## src/rtl/dcp_pkg.sv

```systemverilog
// Shared constants for the distributed-RAM FIFO slice: default geometry and a
// depth helper. Holds nothing specific to one block.
package dcp_pkg;

  localparam int DEFAULT_WIDTH = 14;
  localparam int DEFAULT_ABITS = 6;

  // Number of words addressed by an abits-wide pointer.
  function automatic int depth_of(input int abits);
    return 1 << abits;
  endfunction

endpackage

```

## src/rtl/dist_ram_dp.sv

```systemverilog
// Simple dual-port distributed RAM: one synchronous write port and one
// asynchronous read port. Storage only; no pointer or flag logic lives here.
module dist_ram_dp
  import dcp_pkg::*;
#(
  parameter int WIDTH = DEFAULT_WIDTH,
  parameter int ABITS = DEFAULT_ABITS
) (
  input  logic             clk,
  input  logic             we,
  input  logic [ABITS-1:0] waddr,
  input  logic [WIDTH-1:0] wdata,
  input  logic [ABITS-1:0] raddr,
  output logic [WIDTH-1:0] rdata
);

  localparam int DEPTH = depth_of(ABITS);

  logic [WIDTH-1:0] mem [DEPTH];

  // Write port: store wdata at waddr on the rising edge when enabled.
  // NOTE: the array has no reset so it maps onto LUT RAM; a reset would force flops.
  always_ff @(posedge clk) begin
    if (we) mem[waddr] <= wdata;
  end

  assign rdata = mem[raddr];

endmodule

```

## src/rtl/dist_ram_fifo.sv

```systemverilog
// First-word-fall-through FIFO over distributed RAM. Pointers, occupancy and
// all status flags are kept here; flags are registered from the next-state
// count so they line up with COUNT in the same cycle.
module dist_ram_fifo
  import dcp_pkg::*;
#(
  parameter int WIDTH    = DEFAULT_WIDTH,
  parameter int ABITS    = DEFAULT_ABITS,
  parameter int AF_LEVEL = depth_of(ABITS) - 4
) (
  input  logic             CLK,
  input  logic             RST,
  input  logic             CLR,
  input  logic             WR,
  input  logic [WIDTH-1:0] D,
  input  logic             RD,
  output logic [WIDTH-1:0] Q,
  output logic             EMPTY,
  output logic             FULL,
  output logic             AFULL,
  output logic [ABITS:0]   COUNT,
  output logic             OVF,
  output logic             UNF
);

  localparam int             DEPTH   = depth_of(ABITS);
  localparam logic [ABITS:0] DEPTH_C = (ABITS + 1)'(DEPTH);
  localparam logic [ABITS:0] AF_C    = (ABITS + 1)'(AF_LEVEL);

  logic [ABITS-1:0] wptr;
  logic [ABITS-1:0] rptr;
  logic             wr_ok;
  logic             rd_ok;
  logic [ABITS:0]   count_next;

  // Acceptance uses the registered flags, i.e. the pre-edge state.
  assign wr_ok = WR & ~FULL;
  assign rd_ok = RD & ~EMPTY;

  // Next occupancy: +1 on write only, -1 on read only, unchanged otherwise.
  // NOTE: give every always_comb output a default first so no latch is inferred.
  always_comb begin
    count_next = COUNT;
    if (wr_ok && !rd_ok)      count_next = COUNT + (ABITS + 1)'(1);
    else if (rd_ok && !wr_ok) count_next = COUNT - (ABITS + 1)'(1);
  end

  // Pointer, occupancy and flag registers; CLR flushes and overrides WR/RD.
  // NOTE: state registers use non-blocking assignments so all of them update together.
  always_ff @(posedge CLK or posedge RST) begin
    if (RST) begin
      wptr  <= '0;
      rptr  <= '0;
      COUNT <= '0;
      EMPTY <= 1'b1;
      FULL  <= 1'b0;
      AFULL <= 1'b0;
      OVF   <= 1'b0;
      UNF   <= 1'b0;
    end else if (CLR) begin
      wptr  <= '0;
      rptr  <= '0;
      COUNT <= '0;
      EMPTY <= 1'b1;
      FULL  <= 1'b0;
      AFULL <= 1'b0;
      OVF   <= 1'b0;
      UNF   <= 1'b0;
    end else begin
      if (wr_ok) wptr <= wptr + ABITS'(1);
      if (rd_ok) rptr <= rptr + ABITS'(1);
      COUNT <= count_next;
      EMPTY <= (count_next == '0);
      FULL  <= (count_next == DEPTH_C);
      AFULL <= (count_next >= AF_C);
      if (WR && FULL)  OVF <= 1'b1;
      if (RD && EMPTY) UNF <= 1'b1;
    end
  end

  dist_ram_dp #(
    .WIDTH (WIDTH),
    .ABITS (ABITS)
  ) u_ram (
    .clk   (CLK),
    .we    (wr_ok && !CLR),
    .waddr (wptr),
    .wdata (D),
    .raddr (rptr),
    .rdata (Q)
  );

endmodule
```

## config.mk

```make
export PLATFORM = sky130hd
export DESIGN_NAME = dist_ram_fifo
export DESIGN_NICKNAME = d
export VERILOG_FILES = /design/src/rtl/dcp_pkg.sv /design/src/rtl/dist_ram_dp.sv /design/src/rtl/dist_ram_fifo.sv
export SDC_FILE = /design/constraint.sdc
export NUM_CORES = 1
export LEC_CHECK = 0
export CORE_MARGIN = 4
export CORE_UTILIZATION = 40
export DETAILED_ROUTE_END_ITERATION = 6
export PLACE_DENSITY_LB_ADDON = 0.08
export SKIP_LAST_GASP = 1
export SLEW_MARGIN = 0
export SYNTH_ARGS = -nofsm -noshare
export SYNTH_HDL_FRONTEND = slang
export SYNTH_HIERARCHICAL = 1
export SYNTH_SLANG_ARGS = --single-unit
```

## constraint.sdc

```tcl
create_clock -name CLK -period 3.1 [get_ports CLK]
set_input_delay 0.62 -clock CLK [delete_from_list [all_inputs] [get_ports CLK]]
set_output_delay 0.62 -clock CLK [all_outputs]
set_load 0.005 [all_outputs]
```

==> flow_summary.json, run 1 <==
{
  "muxShareOfSynthArea": 0.152,
  "route.vias.total": 18300,
  "path_cells": "buf_4 -> buf_12 -> buf_4 -> buf_12 -> mux4_2 -> nand2b_1 -> a31oi_1 -> o21ai_2 -> buf_4 -> o31ai_4 -> buf_2",
  "slowest_delay_ps": 530,
  "cp.required_ps": 2480,
  "fillers": 7184,
  "dp_cells": 3079,
  "rsz0062_at_grt": "yes",
  "insertion_delay_ps": 670,
  "failed_checks": "negative setup slack",
  "synth_top_family_by_area": "multiplexers",
  "yosysSeqAreaShare": 0.767,
  "synth_edf_count": 896,
  "dieArea_um2": 94600,
  "clock-sinks": 920,
  "async_flop_share": 0.0261,
  "cp_slowest_cell": "dfrtp_4",
  "path_buf_inv": 6,
  "die_y_um": 308,
  "p_comb_frac": 0.105,
  "setup_violations": 14,
  "reg2reg_slack_ps": 840,
  "p_int_mw": 22.5,
  "yosysMostFrequentCell": "edfxtp_1",
  "grt_pass1_vias": 19100,
  "cts_buffer_depth": 3,
  "antenna_found_initial": 6,
  "worst_hold_slack_ps": 284,
  "fin_crit_sh": 1.22,
  "maxSlewViolCount": 0,
  "rows": 109,
  "synthAdderAreaFrac": 0.00139,
  "placed_area_um2": 40100,
  "first_iter_violations": 1782,
  "drive_gt1_frac": 0.387,
  "portBuffers": 44,
  "area_growth_pct": 24.5,
  "finalHoldViolCount": 0,
  "seqPwrFrac": 0.478,
  "start_util": 0.405,
  "avgSynthCellArea_um2": 21.2,
  "synth_compound_area_frac": 0.0266,
  "routedWlPerCell_um": 29.3,
  "overflow": 0,
  "stdcell_area_um2": 44700,
  "cts.clk_slew.worst_paths_ps": 60,
  "nNetsFinal": 2091,
  "synth_fp_nets": 1712,
  "synth_cell_types": 57,
  "min_period_ps": 3790,
  "synth_top_area_frac": 0.750,
  "synth_xor_area_frac": 0.00317,
  "drc": 0,
  "grt_pass1_wl_mm": 140,
  "finClkSkew_ps": 19.3,
  "routed_wl_mm": 97.4,
  "path_delay_family": "buffers and inverters",
  "yosys_warnings": 6,
  "cts_buffers": 98,
  "finalNonFillerCells": 3319,
  "max-vdd-ir-drop_uv": 462,
  "synth_area_leaders": "edfxtp_1 (75%), mux4_2 (14%), dfrtp_1 (1.6%), nor2_1 (1.1%), mux2_2 (0.60%)",
  "arrival_ps": 3170,
  "swShare": 0.221,
  "die_w_um": 308,
  "dpl.hpwl_mm": 61.6,
  "yosys.area_share.simple": 0.0334,
  "syn_area_um2": 35900,
  "switchingPower_mw": 6.37,
  "synthTopCellsByCount": "edfxtp_1 (896), mux4_2 (224), nor2_1 (107), nand2_1 (44), clkbuf_1 (31)",
  "io_pins": 45,
  "cp-end-kind": "output port",
  "via_per_inst": 5.51,
  "slew_headroom": 0.309,
  "synth-main-ff-cell": "edfxtp_1",
  "r2r_start": "FULL",
  "coreArea_um2": 88600,
  "hp-class": "in2async",
  "tightest_slew_ps": 1030,
  "cts_tree": "built",
  "setup_ws_ps": -691,
  "pwr_density_cell_nw_per_um2": 645,
  "leakagePower_nw": 14.2,
  "start_kind": "flip-flop",
  "fmax_ghz": 0.264,
  "synth_area_leader_cell": "edfxtp_1",
  "maxCapViolations": 0,
  "cp_max_fo": 8,
  "crit_top_cell": "buf_4",
  "p_clk_frac": 0.417,
  "ant_nets": 0,
  "ys_ff_latch": 920,
  "syn_inst": 1689,
  "critical_path_class": "reg2out",
  "crit_start": "rptr[0]",
  "grt_use_total": 0.208,
  "grt_max_degree": 65,
  "firstDrtPassIters": 5,
  "htree_levels": 3,
  "gp_congestion": 0.800,
  "root_buffer": "clkbuf_16",
  "outcome": "finished, violations left"
}
metal layers:
metal / global-route usage / share of wire / vias to the layer above
met4: 0.0597 / 0.025 / 2
met3: 0.0369 / 0.062 / 118
met1: 0.297 / 0.43 / 9803
met5: 0 / 0.00013 / -
li1: - / - / 7831
met2: 0.332 / 0.48 / 542
final cells by class:
class | count | area (µm²) | share of cell area
clock buffer | 117 | 2550 | 0.0572
inverter | 4 | 15.0 | 0.000336
multi-input combinational | 670 | 8300 | 0.186
timing repair buffer | 374 | 4050 | 0.0905
tap | 1165 | 1460 | 0.0326
antenna | 4 | 10.0 | 0.000224
clock inverter | 65 | 779 | 0.0174
sequential | 920 | 27500 | 0.616
sequential cells by signal (all words and copies together) (netlist names):
register	flops
wptr	6
COUNT	7
u_ram/mem	896
EMPTY	1
rptr	6
UNF	1
AFULL	1
FULL	1
OVF	1
final timing paths:
check / depth (start not counted) / end
max in group asynchronous: 3 / rptr[0]
worst min register to register: 2 / OVF
worst max register to register: 7 / u_ram/mem[30][2]
min in group CLK: 1 / u_ram/mem[24][5]
worst min-delay path: 2 / COUNT[1]
worst max-delay path: 11 / Q[2]
stage by stage:
stage	utilization	power, mW	setup WS [ps]	TNS [ps]
after detailed placement	0.453	16.6	-1010	-7200
after global routing	0.504	29.9	-808	-10020
after CTS	0.501	29.1	-779	-9780
after floorplan	-	15.4	262	0
final	0.504	28.8	-691	-8420
after global placement	0.453	16.6	-1080	-7310
layout by cell type (no fill, tap or decap), types with 9 or more instances in the layout:
cell type        count
mux2i_1             18
buf_2               24
edfxtp_1           896
bufinv_16           15
o221ai_1            11
dfrtp_1             19
a21oi_1             10
mux2_2              15
clkinv_2            22
buf_12              81
clkbuf_1            17
buf_6               21
clkdlybuf4s50_1     16
nor2b_1             19
mux4_2             224
nand4_1             10
clkinv_1            18
buf_4              217
clkbuf_16           99
o21ai_0             13
nor2_1             100
nand2b_1            21
nand2_1             43
o21ai_1             10
nand3_1              9
a211oi_1            10
a21oi_2              9
power by group through the flow:
stage | Clock (mW) | Sequential [mW] | Combinational [mW]
after floorplan | 0 | 14.0 | 1.43
after global placement | 0 | 14.0 | 2.53
after detailed placement | 0 | 14.0 | 2.55
after CTS | 12.3 | 13.8 | 2.98
after global routing | 12.9 | 13.8 | 3.23
final | 12.0 | 13.8 | 3.03
worst reg2reg max path, cell delays in order, from the launching register on:
cell	delay, ps
dfrtp_1	430
nand2b_4	160
nor2_1	230
nor2b_1	280
nand3_1	120
buf_4	240
nor2_1	280
buf_12	200
repair_timing:
item | in CTS | in global routing
gates cloned | 4 | 0
hold buffers | 0 | 0
buffers inserted | 41 | 16
pin swaps | 30 | 26
setup endpoints to repair | 14 | 14
resized for setup | 163 | 47
kinds of logic after synthesis:
group | count (synthesis)
muxes | 264
buffers and inverters | 99
xor gates and xnor gates | 13
adders and majority gates | 4
DFF | 920
and+or+nand+nor | 248
AOI/OAI and AO/OA | 141
No activity file was read; power rests on OpenSTA's default activity.
==> inputs of run 2 (changes only) <==
SETUP_SLACK_MARGIN = 0.15   (was unset)
==> flow_summary.json, run 2 (same netlist as run 1, synthesis figures left out) <==
{
  "pwr_density_cell_nw_per_um2": 645,
  "reg_top3": "u_ram/mem: 896 flops, COUNT: 7 flops",
  "gp_congestion": 0.800,
  "area_growth_pct": 24.8,
  "drc": 0,
  "slew_headroom": 0.406,
  "grt_pass1_vias": 19100,
  "min_period_ps": 3860,
  "setup_violations": 14,
  "grt_pass1_wl_mm": 140,
  "grt_use_total": 0.208,
  "maxSlewViolCount": 0,
  "fillers": 7192,
  "dieArea_um2": 94600,
  "die_y_um": 308,
  "arrival_ps": 3240,
  "ant_nets": 0,
  "cts.clk_slew.worst_paths_ps": 60,
  "total_power_mw": 28.9,
  "finClkSkew_ps": 23.4,
  "routedWlPerCell_um": 29.3,
  "finalHoldViolCount": 0,
  "max-vdd-ir-drop_uv": 466,
  "cts_buffer_depth": 3,
  "r2r_start": "FULL",
  "coreArea_um2": 88600,
  "placed_area_um2": 40100,
  "crit_start": "rptr[0]",
  "rows": 109,
  "insertion_delay_ps": 670,
  "tightest_slew_ps": 891,
  "dpl.hpwl_mm": 61.6,
  "cts_tree": "built",
  "finalNonFillerCells": 3321,
  "leakagePower_nw": 14.3,
  "largest_reg_flops": 896,
  "layout_commonest_cell": "edfxtp_1",
  "cts_buffers": 98,
  "first_iter_violations": 1716,
  "top_register": "u_ram/mem",
  "route.vias.total": 18400,
  "outcome": "finished, violations left",
  "fin_util": 0.505,
  "hp-class": "in2async",
  "fmax_ghz": 0.259,
  "root_buffer": "clkbuf_16",
  "place_ws_ps": -1010,
  "clock-sinks": 920,
  "die_w_um": 308,
  "dp_cells": 3079,
  "stdcell_area_um2": 44800,
  "totalNegativeSetupSlack_ps": -9580,
  "failed_checks": "negative setup slack",
  "firstDrtPassIters": 5,
  "maxCapViolations": 0,
  "final_cell_mix": "edfxtp_1 (896), mux4_2 (224), buf_4 (205)",
  "cp-end-kind": "output port",
  "io_pins": 45,
  "nNetsFinal": 2093,
  "drive_gt1_frac": 0.384,
  "via_per_inst": 5.54,
  "cp.required_ps": 2480,
  "overflow": 0,
  "start_util": 0.405,
  "rsz0062_at_grt": "yes",
  "holdBufCountCts": 0,
  "worst_hold_slack_ps": 277,
  "portBuffers": 44,
  "grt_max_degree": 65,
  "fin_crit_sh": 1.25,
  "routed_wl_mm": 97.4,
  "critical_path_class": "reg2out",
  "setup_ws_ps": -762,
  "cp_max_fo": 5,
  "antenna_found_initial": 6,
  "start_kind": "flip-flop",
  "htree_levels": 3
}
-- run 2: power by group --
group          internal, mW  switching, mW  total (mW)
logic                  1.63           1.45        3.08
clock network          7.16           4.88        12.0
registers              13.7         0.0611        13.8
total                  22.5           6.39        28.9
-- run 2: timing repair --
| item | 4_1_cts | 5_1_grt |
|---|---|---|
| setup endpoints to repair | 14 | 14 |
| buffers inserted | 41 | 9 |
| pin swaps | 37 | 20 |
| resized for setup | 177 | 44 |
| cloned | 6 | 0 |
-- run 2: final timing paths --
kind                                    end  slack (ps)  depth (start not counted)
max                                   Q[12]        -760                         12
min reg2reg                             OVF         500                          2
min in group CLK           u_ram/mem[24][5]         280                          1
max in group asynchronous           rptr[0]        2230                          3
max reg2reg                u_ram/mem[30][2]         830                          7
min                                COUNT[1]         280                          2
-- run 2: cell type report --
type	count	area (µm²)	share of cell area
well taps	1165	1460	0.0325
diodes	4	10.0	0.000223
clock inverters	65	779	0.0174
inverters	4	15.0	0.000335
clock buffers	117	2550	0.0570
flip-flops and latches	920	27500	0.614
multi-input cells	670	8310	0.186
repair buffers	376	4150	0.0926
-- run 2: critical path: stages (launching register included) --
cell     delay, ps
dfrtp_4        520
buf_6          140
buf_12         120
buf_12         130
buf_16         120
buf_4          120
buf_4          130
mux4_2         420
mux2_4         300
a21oi_4        170
buf_6          140
o31ai_4         60
buf_2          180
-- run 2: per-layer routing --
layer  global-route usage  vias to the layer above  wire (µm)
li1                     -                     7840          -
met1                0.298                     9881      42700
met2                0.333                      543      46500
met3               0.0362                      117       5720
met4               0.0596                        2       2510
met5                    0                        -         13
